File: src/rtl/uart_tx_arb.sv
`default_nettype none
// ---------------------------------------------------------------------------
// uart_tx_arb : two-requester round-robin arbiter feeding a single uart_tx,
//               with per-requester holding buffers and a byte timeout.
// Revision    : 1.0
// ---------------------------------------------------------------------------
module uart_tx_arb #(
  parameter int unsigned TMO_CYCLES = 60000
) (
  input  logic       clk,
  input  logic       rst_n,
  input  logic       req0_vld,
  input  logic [7:0] req0_data,
  output logic       req0_rdy,
  input  logic       req1_vld,
  input  logic [7:0] req1_data,
  output logic       req1_rdy,
  output logic       strt_tx,
  output logic [7:0] tx_data,
  input  logic       tx_done,
  output logic       grant,
  output logic       busy,
  output logic       tmo_err,
  input  logic       err_clr
);

  typedef enum logic [1:0] {
    IDLE = 2'd0,
    SEND = 2'd1,
    WAIT = 2'd2
  } state_t;

  localparam logic [15:0] TMO_LAST = 16'(TMO_CYCLES - 1);

  state_t      state;
  logic        full0;
  logic        full1;
  logic [7:0]  buf0;
  logic [7:0]  buf1;
  logic        last_grant;
  logic [15:0] tmo_cnt;
  logic        win;

  assign req0_rdy = ~full0;
  assign req1_rdy = ~full1;

  // On a tie the requester that did not go last wins.
  always_comb begin
    win = full1;
    if (full0 && full1) begin
      win = ~last_grant;
    end
  end

  always_ff @(posedge clk) begin
    if (!rst_n) begin
      state      <= IDLE;
      full0      <= 1'b0;
      full1      <= 1'b0;
      buf0       <= 8'h00;
      buf1       <= 8'h00;
      last_grant <= 1'b1;
      tmo_cnt    <= 16'd0;
      strt_tx    <= 1'b0;
      tx_data    <= 8'h00;
      grant      <= 1'b0;
      busy       <= 1'b0;
      tmo_err    <= 1'b0;
    end else begin
      if (req0_vld && !full0) begin
        full0 <= 1'b1;
        buf0  <= req0_data;
      end
      if (req1_vld && !full1) begin
        full1 <= 1'b1;
        buf1  <= req1_data;
      end
      if (err_clr) begin
        tmo_err <= 1'b0;
      end

      case (state)
        IDLE: begin
          if (full0 || full1) begin
            grant   <= win;
            tx_data <= win ? buf1 : buf0;
            strt_tx <= 1'b1;
            busy    <= 1'b1;
            tmo_cnt <= 16'd0;
            state   <= SEND;
          end
        end
        SEND: begin
          // tx_done may still be high from the previous byte; ignore it here.
          strt_tx <= 1'b0;
          tmo_cnt <= tmo_cnt + 16'd1;
          state   <= WAIT;
        end
        WAIT: begin
          if (tx_done || (tmo_cnt == TMO_LAST)) begin
            if (!tx_done) begin
              tmo_err <= 1'b1;
            end
            if (grant) begin
              full1 <= 1'b0;
            end else begin
              full0 <= 1'b0;
            end
            last_grant <= grant;
            busy       <= 1'b0;
            state      <= IDLE;
          end else begin
            tmo_cnt <= tmo_cnt + 16'd1;
          end
        end
        default: begin
          strt_tx <= 1'b0;
          busy    <= 1'b0;
          state   <= IDLE;
        end
      endcase
    end
  end

endmodule
`default_nettype wire
File: config.mk
export PLATFORM = sky130hd
export DESIGN_NAME = uart_tx_arb
export DESIGN_NICKNAME = d
export VERILOG_FILES = /design/src/rtl/uart_tx_arb.sv
export SDC_FILE = /design/constraint.sdc
export NUM_CORES = 1
export LEC_CHECK = 0
export ABC_AREA = 0
export CAP_MARGIN = 20
export CORE_MARGIN = 4
export CORE_UTILIZATION = 50
export CTS_BUF_LIST = sky130_fd_sc_hd__clkbuf_8
export DETAILED_ROUTE_END_ITERATION = 8
export PLACE_DENSITY = 0.79
export SYNTH_ARGS = -nofsm -noshare
export SYNTH_HDL_FRONTEND = slang
export SYNTH_SLANG_ARGS = --single-unit
File: constraint.sdc
create_clock -name clk -period 1.8 [get_ports clk]
set_input_delay 0.36 -clock clk [delete_from_list [all_inputs] [get_ports clk]]
set_output_delay 0.36 -clock clk [all_outputs]
set_load 0.02 [all_outputs]
# After elaboration in Yosys (flattened, before gate mapping)
# Index checks and enable logic that the tools add are counted.
# word_totals
latchBits,0
inputBits,22
wordCells,63
romBits,0
ram_bits,0
output_inout_bits,14
ff_bits,49
n_memories,0
# classes
order_cmp,0
bitwise_logic,5
n_mux,24
shift,0
mul,0
reduce_logical,15
n_eq_ne,6
div,0
add_sub_neg,1
# ops
operator,count
$pmux W16 S3,1
$mux W16,2
$add A16 B1 Y16 const B,1
$eq A16 B16 Y1 const B,1
$mux W1,15
$mux W8,1
$reduce_and A2 Y1,4
$ne A2 B2 Y1 const B,3
$pmux W2 S3,1
$reduce_and A3 Y1,2
$not A1 Y1,5
$mux W2,2
$logic_and A1 B1 Y1,3
$pmux W1 S3,1
$reduce_bool A3 Y1,1
$eq A2 B1 Y1 const B,1
$eq A2 B2 Y1 const B,1
$logic_not A1 Y1,2
$logic_not A2 Y1,1
$logic_or A1 B1 Y1,2
$pmux W1 S2,1

# Longest topological paths before layout
# Gate-level depths: netlist (run 1).
# depth
word_depth,6
ltp_mapped,8
depth_no_buf,6

# Worst setup path before layout (run 1)
# OpenSTA, ideal clock, no wires.
# synth_path
path_kind,reg2reg
start,register tmo_cnt[0]
end,register tmo_cnt[10]
setup_time_ps,119
slack_ps,-26
stages_incl_launch_ff,8
t_required_ps,1681
arrival_ps,1707
cell_sequence,dfxtp_1 -> ha_1 -> nand4_1 -> o41a_1 -> buf_6 -> o211ai_2 -> nor2_1 -> o221a_2
# synth_between
elab_chain_cells,4
word_cells_on_any_way,7
classes_between,add/sub: 1; eq/ne: 2; mux: 2; reduce/logical: 2
# synth_lines
item,line,text
start: declaration,41,logic [15:0] tmo_cnt;
start signal: assignment,96,tmo_cnt <= tmo_cnt + 16'd1;
start signal: assignment,113,tmo_cnt <= tmo_cnt + 16'd1;
branches (longest 4 deep; another with $add A16 B1 Y16),-,
# Several ways; the timed one is not identified. The select of a mux whose other input is x is not followed.
# A chain may end at the register's enable or synchronous reset.

# Worst setup path after layout (run 1)
# layout_path
start,register tmo_cnt[10]
end,register busy
# layout_between
elab_chain_cells,4
# layout_lines
item,line,text
$eq A16 B16 Y1,100,if (tx_done || (tmo_cnt == TMO_LAST)) begin
$logic_or A1 B1 Y1,100,
$ne A2 B2 Y1 (no line),-,
$reduce_and A3 Y1 (no line),-,
end signal: assignment,88,busy <= 1'b1;
end signal: assignment,110,busy <= 1'b0;
end signal: assignment,118,busy <= 1'b0;
end: declaration,22,"output logic busy,"
# Every way passes these cells.

==> reports/summary.md, run 1 <==
The number of synthesized register bits was 49; the site row count was 24. The count of cells in the finished layout, fillers not included, comes to 376. The floorplan step defined a core boundary enclosing 4440 sq um.

The area occupied by registers is 986 sq um. For this run, design rule violations remaining after detail routing come to 0. The count of nets left with antenna violations once routing finished came out at 0. Setup repair after global routing could not meet its margin everywhere. The run gives 0 as the count of final max-slew check failures.

Ranked by instance count, the synthesized netlist is headed by 49 x dfxtp_1, 28 x nand2_1, 25 x mux2i_1, 22 x nor2b_1. The share of synthesized registers carrying an async set or reset was 0. The met3 track demand over resource in global routing was 0.0426. The multi-input combinational cells in the finished layout cover a total of 1310 sq um.

For this design the ratio of total power to cell area is 823 nW/um^2. The final reports fail on setup timing. The tree is rooted in a clkbuf_8. The library cell occupying the most area in the post-synthesis netlist was dfxtp_1. After clock tree synthesis, the clock-pin slew on the worst setup and hold paths is 90 ps. The maximum operating frequency came out at 524 MHz.

In this run the mean area of a mapped cell was 9.28 sq um. Minimum period implied by the final worst setup slack: 1910 ps. After the last flow step, the layout net total stands at 350. The number of enable flip-flop cells after synthesis works out to 0. Entering global routing, the biggest net connects 50 pins. The clock arrives with 8.81 ps of skew. The run gives 5 as the TritonCTS buffer count. The starting density of the core is 0.530, and the antenna cell count is 0.

In this run the register-to-register setup slack is -110 ps. The worst setup path is of the register to register kind. Relative to the synthesized area, the layout overhead comes to 34.1%.

The analysis attributes to cell leakage a power of 0.00129 uW. The average wire per cell in the routed design came out at 14.7 um. For the max capacitance violation total, the log shows 0.

The die covers 5870 sq um. Pin placement for this block handled 36 I/O pins. The worst setup path is captured at a register. The transition time at the pin with the least slew margin is 619 ps, and the area share of the leading cell type in the synthesized netlist is 0.416. The clock net in this run drives a total of 49 sinks. The routability congestion estimate from global placement was 0.846; the highest fanout seen on the critical path was 5. The max-slew headroom at the worst pin came out at 0.585. The startpoint of the most critical hold path is last_grant$_SDFFE_PN1P_. The number of nets in the synthesized netlist is 281. The fraction of final layout cells with drive strength greater than 1 came out at 0.228. No sink is reached through more buffers than the 2 on the longest clock path.

Count of mapped cells out of synthesis: 254. The routing layer with the top usage in global route is met2. The cell count after placement is 367, and the via count of the first global-routing pass is 2052.

The routed layout has 2127 vias. Synthesis instantiated 42 different standard cells from the library. The global router's overall resource usage was 0.195. The logs give 0 for the number of hold violations in the final report and 9.44 mm for the first-pass GRT wire length.

Main flop type after synthesis: dfxtp_1. The area of the mapped netlist came out at 2360 sq um. The run gives 321 as the number of inserted filler cells in the final layout. Portion of the post-synthesis area used by sequential elements: 0.416. The placed wire-length estimate was 4.06 mm.

The hold slack was 492 ps; the post-route fraction of the period consumed by the critical path was 1.06. The total routed wirelength is 5.53 mm, and the detailed-routing iteration count for the pre-antenna-repair pass is 5. The leading cell type by number of instances after synthesis was dfxtp_1.

The die width is 76.6 um. The tools report the launch instance of the worst register-to-register path as tmo_cnt[10]$_SDFFE_PN0P_. The worst hold path belongs to the class register to register.

TritonCTS built the clock tree. The number of antenna violations at the first check in global routing is 0, and the number of H-tree levels is 2. The worst vdd rail ir drop is 0.000400 V, and the violation count after the first detailed-routing iteration is 159. The run gives 0.313 as the global routing met2 resource utilization.

Buffers placed on the I/O ports in this run total 35. Dividing the detail-routed via count by the number of cells gives 5.66. Data arrival at the endpoint of the critical path: 2100 ps.

After synthesis, the cell types taking the most area are dfxtp_1 42%, mux2i_1 11%, nor2b_1 5.8%. The utilization of the core after routing is 0.711, and the total of warnings raised by yosys is 0. The met1 track demand over resource in global routing was 0.252. The vertical die dimension is 76.6 um, and the final number of setup-violating endpoints is 18. Summed over all layers, the global routing overflow is 0. In this run the worst setup path begins at tmo_cnt[10]$_SDFFE_PN0P_. The nature of the critical path startpoint was a register.

At the worst endpoint, the required time is 1990 ps. The tools report the slack of the critical path as -109 ps. The clock reaches the later pin of the worst-skew pair after 300 ps. The flow ran to the end, but the final reports show violations.
per-stage QoR:
step           setup slack, ps  setup TNS, ps  area [sq um]  power (uW)
2_1_floorplan             1.33              0          2360        1650
5_1_grt                   -179          -2690          3160        2750
4_1_cts                   -164          -2590          3130        2600
3_5_place_dp              -175          -2270          3000        1940
6_report                  -109          -1340          3160        2600
3_3_place_gp              -144          -1430          3000        1920
cell usage in the layout (no fill, tap or decap), types with 2 or more instances in the layout:
cell             Yosys  final
dfxtp_2              0      4
o221a_2              5      5
o211ai_1             5      5
nor3_1               3      3
or2_2                2      2
inv_1               11     12
dfxtp_1             49     45
or3_1                6      5
nand4_1              3      3
nor2b_1             22     21
o211a_1              9      9
clkbuf_8             0      5
nor2_1               9      8
nand2_1             28     27
o21ai_1              0      7
clkinvlp_4           0      2
a21oi_2              2      4
a21oi_1             11      8
mux2i_1             25     25
clkdlybuf4s50_1      0     35
and3_1               4      4
o21ai_0             10      3
nand3_1             10     10
buf_4                1     36
nand2b_1             2      2
o31ai_1              3      3
ha_1                 5      4
buf_6                2      4
layout make-up:
cell class              count  share of cell area
clock buffers               5              0.0218
clock inverters             3             0.00594
inverters                  11              0.0131
multi-input cells         181               0.416
flip-flops and latches     49               0.312
well taps                  52              0.0206
repair buffers             75               0.211
cell families (layout without fill, tap and decap cells):
logic type / count (synthesis) / in the layout / share of synthesized area
mux: 25 / 25 / 0.106
simple gates: 93 / 93 / 0.204
flops: 49 / 49 / 0.416
buf+inv: 24 / 94 / 0.0467
compound gates: 58 / 58 / 0.200
fa+ha+maj: 5 / 5 / 0.0266
where the power goes:
part | internal (uW) | switching (uW) | leakage [uW]
sequential | 1160 | 46.4 | 0.000403
combinational | 379 | 383 | 0.000843
clock | 269 | 364 | 0.0000416
total | 1810 | 794 | 0.00129
final timing paths:
check / cells past startpoint / end
max: 5 / busy$_SDFFE_PN0P_
min: 2 / last_grant$_SDFFE_PN1P_
max reg2reg: 5 / busy$_SDFFE_PN0P_
min reg2reg: 2 / last_grant$_SDFFE_PN1P_
timing repair:
item	in CTS	in global routing
hold buffers	0	0
resized for setup	16	7
pin swaps	12	7
setup endpoints to repair	26	22
buffers inserted	1	0
hold endpoints to repair	0	0
per-layer routing:
layer  part of all wire  up-vias
met5                  0        -
met4              0.025        0
met3              0.052       16
met2               0.49       67
met1               0.43      998
li1                   -     1046
sequential cells by signal, indices dropped and copies added (netlist names):
| register | cells |
|---|---|
| last_grant | 1 |
| tmo_cnt | 16 |
| strt_tx | 1 |
| buf0 | 8 |
| grant | 1 |
| state | 2 |
| tmo_err | 1 |
| full0 | 1 |
| full1 | 1 |
| tx_data | 8 |
| busy | 1 |
| buf1 | 8 |
worst max-delay path: stages (launching register included):
cell	delay, ps
dfxtp_2	330
or3_4	380
o41a_1	420
buf_4	210
a21o_1	200
o221a_2	260
No activity file was read; power rests on OpenSTA's default activity.
==> run 2, diff against run 1 <==
ABC_AREA = unset   (was 0)
==> results of run 2 <==
Same layout as run 1: the final DEF is identical, and so are final timing and power.
==> run 3, diff against run 2 <==
CORE_UTILIZATION = 60   (was 50)
PLACE_DENSITY = 0.88   (was 0.79)
clock period = 2.5 ns   (was 1.8 ns; I/O delays follow)
==> reports/summary.md, run 3 (synthesized netlist as in run 1, its figures left out) <==
The flow ran to the end, and the final reports show no timing, DRC or antenna violations. For the worst vdd rail ir drop, the log shows 0.000380 V (-5.0%). The antenna cell count was 0 (unchanged); the data arrival at the endpoint of the critical path was 2390 ps (+290 ps). The min-delay analysis places its worst path in the category register to register.

The routability congestion estimate from global placement is 0.916 (+8.3%). The number of instances resized during post-cts repair is 0 (-16). The power per cell area is 630 nW/um^2 (-23%).

I/O pin total: 36 (unchanged). The net switching power of the design is 552 uW (-31%). Cell count after placement: 331 (-9.8%). The number of hold violations in the final report is 0 (unchanged), and the placed wire-length estimate is 3.75 mm (-7.6%). The sum of internal, switching and leakage power was 1790 uW (-31%).

The tools report the maximum operating frequency as 461 MHz (-12%). The hold-fix buffer count after cts is 0 (unchanged), and the clock network latency to the later pin of the worst-skew pair is 300 ps (about the same). TritonCTS built the clock tree. The average wire per cell in the routed design was 15.5 um (+5.6%); the remaining antenna violation count was 0 (unchanged). For the final number of setup-violating endpoints, the log shows 0 (-18). The logs give 1874 (-8.7%) for the via count of the first global-routing pass and 0.256 (-0.037) for the share of power burned in combinational logic.

The average via count per standard cell is 5.86 (+3.7%). The tools report the TritonCTS buffer count as 5 (unchanged). The tools report the final instance count without filler cells as 339 (-9.8%). The buffer levels on the longest clock path is 2 (unchanged), and the fraction of final layout cells with drive strength greater than 1 is 0.0962 (-0.132). The area growth from synthesis to final layout was 20.4%; the placed instance area was 2750 sq um (-8.3%). The count of final max-slew check failures was 0 (unchanged); the required time of the critical path was 2720 ps (+730 ps). The total number of vias was 1988 (-6.5%); the count of port buffers added during placement was 35 (unchanged).

The highest fanout seen on the critical path was 16 (+11). The flip-flop count of the largest register, all copies and words added was 16 (unchanged). The most common library cell in the layout ignoring fill and taps is dfxtp_1.

The clock transition at the registers of the reported paths is 90 ps (about the same), and the max-slew headroom at the worst pin is 0.708 (+0.122). The die width is 70.7 um (-7.8%), and the max capacitance violation total is 0 (unchanged). Worst-case reg-to-reg path depth: 7 (+2). The core box area came out at 3720 sq um (-16%). The area of the die is 4990 sq um (-15%).

The net switching share of the total power was 0.308 (+0.00319); the number of clock sinks was 49 (unchanged). The minimum period implied by the final worst setup slack came out at 2170 ps (+262 ps). The final instance area was 2840 sq um (-10%); the number of H-tree levels was 2 (unchanged). The tree is rooted in a clkbuf_8.

The setup path with the least slack is of type register to register. The remaining routing DRC violations was 0 (unchanged). The tools report the hold slack as 499 ps (+7.05 ps).

The post-CTS repair timing setup buffer count is 0 (-1). The run gives 5.27 mm (-4.8%) as the total routed wirelength. The vertical die dimension came out at 70.7 um (-7.8%). The tools report the total global routing overflow as 0 (unchanged).

The run gives 105 (-34%) as the violation count after the first detailed-routing iteration. The logs give 0.634 (+0.104) for the starting density of the core and 7.07 ps (-1.74 ps) for the clock skew after layout. The cell depth of the worst min-delay path was 2 (unchanged). The category of the worst setup path capture point is a register. The transition time at the pin with the least slew margin was 437 ps (-183 ps); the leakage power was 0.00111 uW (-14%). The number of antenna violations at the first check in global routing is 0 (unchanged), and the detailed-routing iteration count for the pre-antenna-repair pass is 4 (-1). The largest register by flop count is tmo_cnt. The run gives 8.63 mm (-8.6%) as the first-pass GRT wire length.

The post-route fraction of the period consumed by the critical path works out to 0.868 (-0.192). The logs give 22 (-8.3%) for the site row count and 50 (unchanged) for the pin count of the biggest net entering global routing. Setup repair after global routing left no endpoint under its margin. In the layout the commonest cells are 49 x dfxtp_1, 35 x clkdlybuf4s50_1, 28 x nand2_1, 25 x mux2i_1, 22 x nor2b_1. The sequential cell fraction of total power was 0.487 (+0.023); the post-route setup TNS was 0 ps (+1340 ps). The number of nets in the final layout was 317 (-9.4%); the clock share of power was 0.257 (+0.014).

The nature of the critical path startpoint is a register. The global router's overall resource usage was 0.213 (+0.0180). Internal power component: 1240 uW (-32%).
## run 3: cell count changes in the layout (fill, tap and decap cells not counted), sizes merged
| cell | previous run | this run |
|---|---|---|
| buf | 40 | 7 |
## run 3: cell type report
| class | count | area, sq um |
|---|---|---|
| multi-input combinational | 181 | 1260 |
| sequential | 49 | 981 |
| timing repair buffer | 42 | 403 |
| inverter | 11 | 41.3 |
| clock inverter | 3 | 18.8 |
| fill | 273 | 878 |
| clock buffer | 5 | 68.8 |
| tap | 48 | 60.1 |
## run 3: routing by layer
layer	wire (um)	track usage	up-vias
li1	-	-	977
met1	2330	0.270	954
met2	2610	0.359	48
met3	235	0.0384	9
met4	85	0.0835	0
met5	0	0	-
## run 3: path summary, 6_finish.rpt
| path | start | endpoint | slack [ps] |
|---|---|---|---|
| worst min-delay path | tmo_cnt[1]$_SDFFE_PN0P_ | tmo_cnt[1]$_SDFFE_PN0P_ | 500 |
| worst min register to register | tmo_cnt[1]$_SDFFE_PN0P_ | tmo_cnt[1]$_SDFFE_PN0P_ | 500 |
| worst max register to register | tmo_cnt[0]$_SDFFE_PN0P_ | tmo_cnt[14]$_SDFFE_PN0P_ | 330 |
| worst max-delay path | tmo_cnt[0]$_SDFFE_PN0P_ | tmo_cnt[14]$_SDFFE_PN0P_ | 330 |
## run 3: critical path: stages, from the launching register on
cell and delay (ps):
dfxtp_1 400, ha_1 250, nand4_1 150, o41a_1 440
buf_4 190, o21ai_4 370, a21oi_1 80, o21ai_0 200
## run 3: power groups by stage
stage / clock (uW) / combinational, uW / sequential (uW)
after global routing: 504 / 492 / 878
after CTS: 468 / 456 / 871
after detailed placement: 0 / 453 / 889
final: 460 / 457 / 872
after global placement: 0 / 442 / 887
after floorplan: 0 / 272 / 915
## run 3: stage by stage
| stage | utilization | worst slack, ps |
|---|---|---|
| 2_1_floorplan | - | 674 |
| 3_3_place_gp | 0.740 | 467 |
| 3_5_place_dp | 0.740 | 392 |
| 4_1_cts | 0.764 | 329 |
| 5_1_grt | 0.764 | 195 |
| 6_report | 0.764 | 329 |
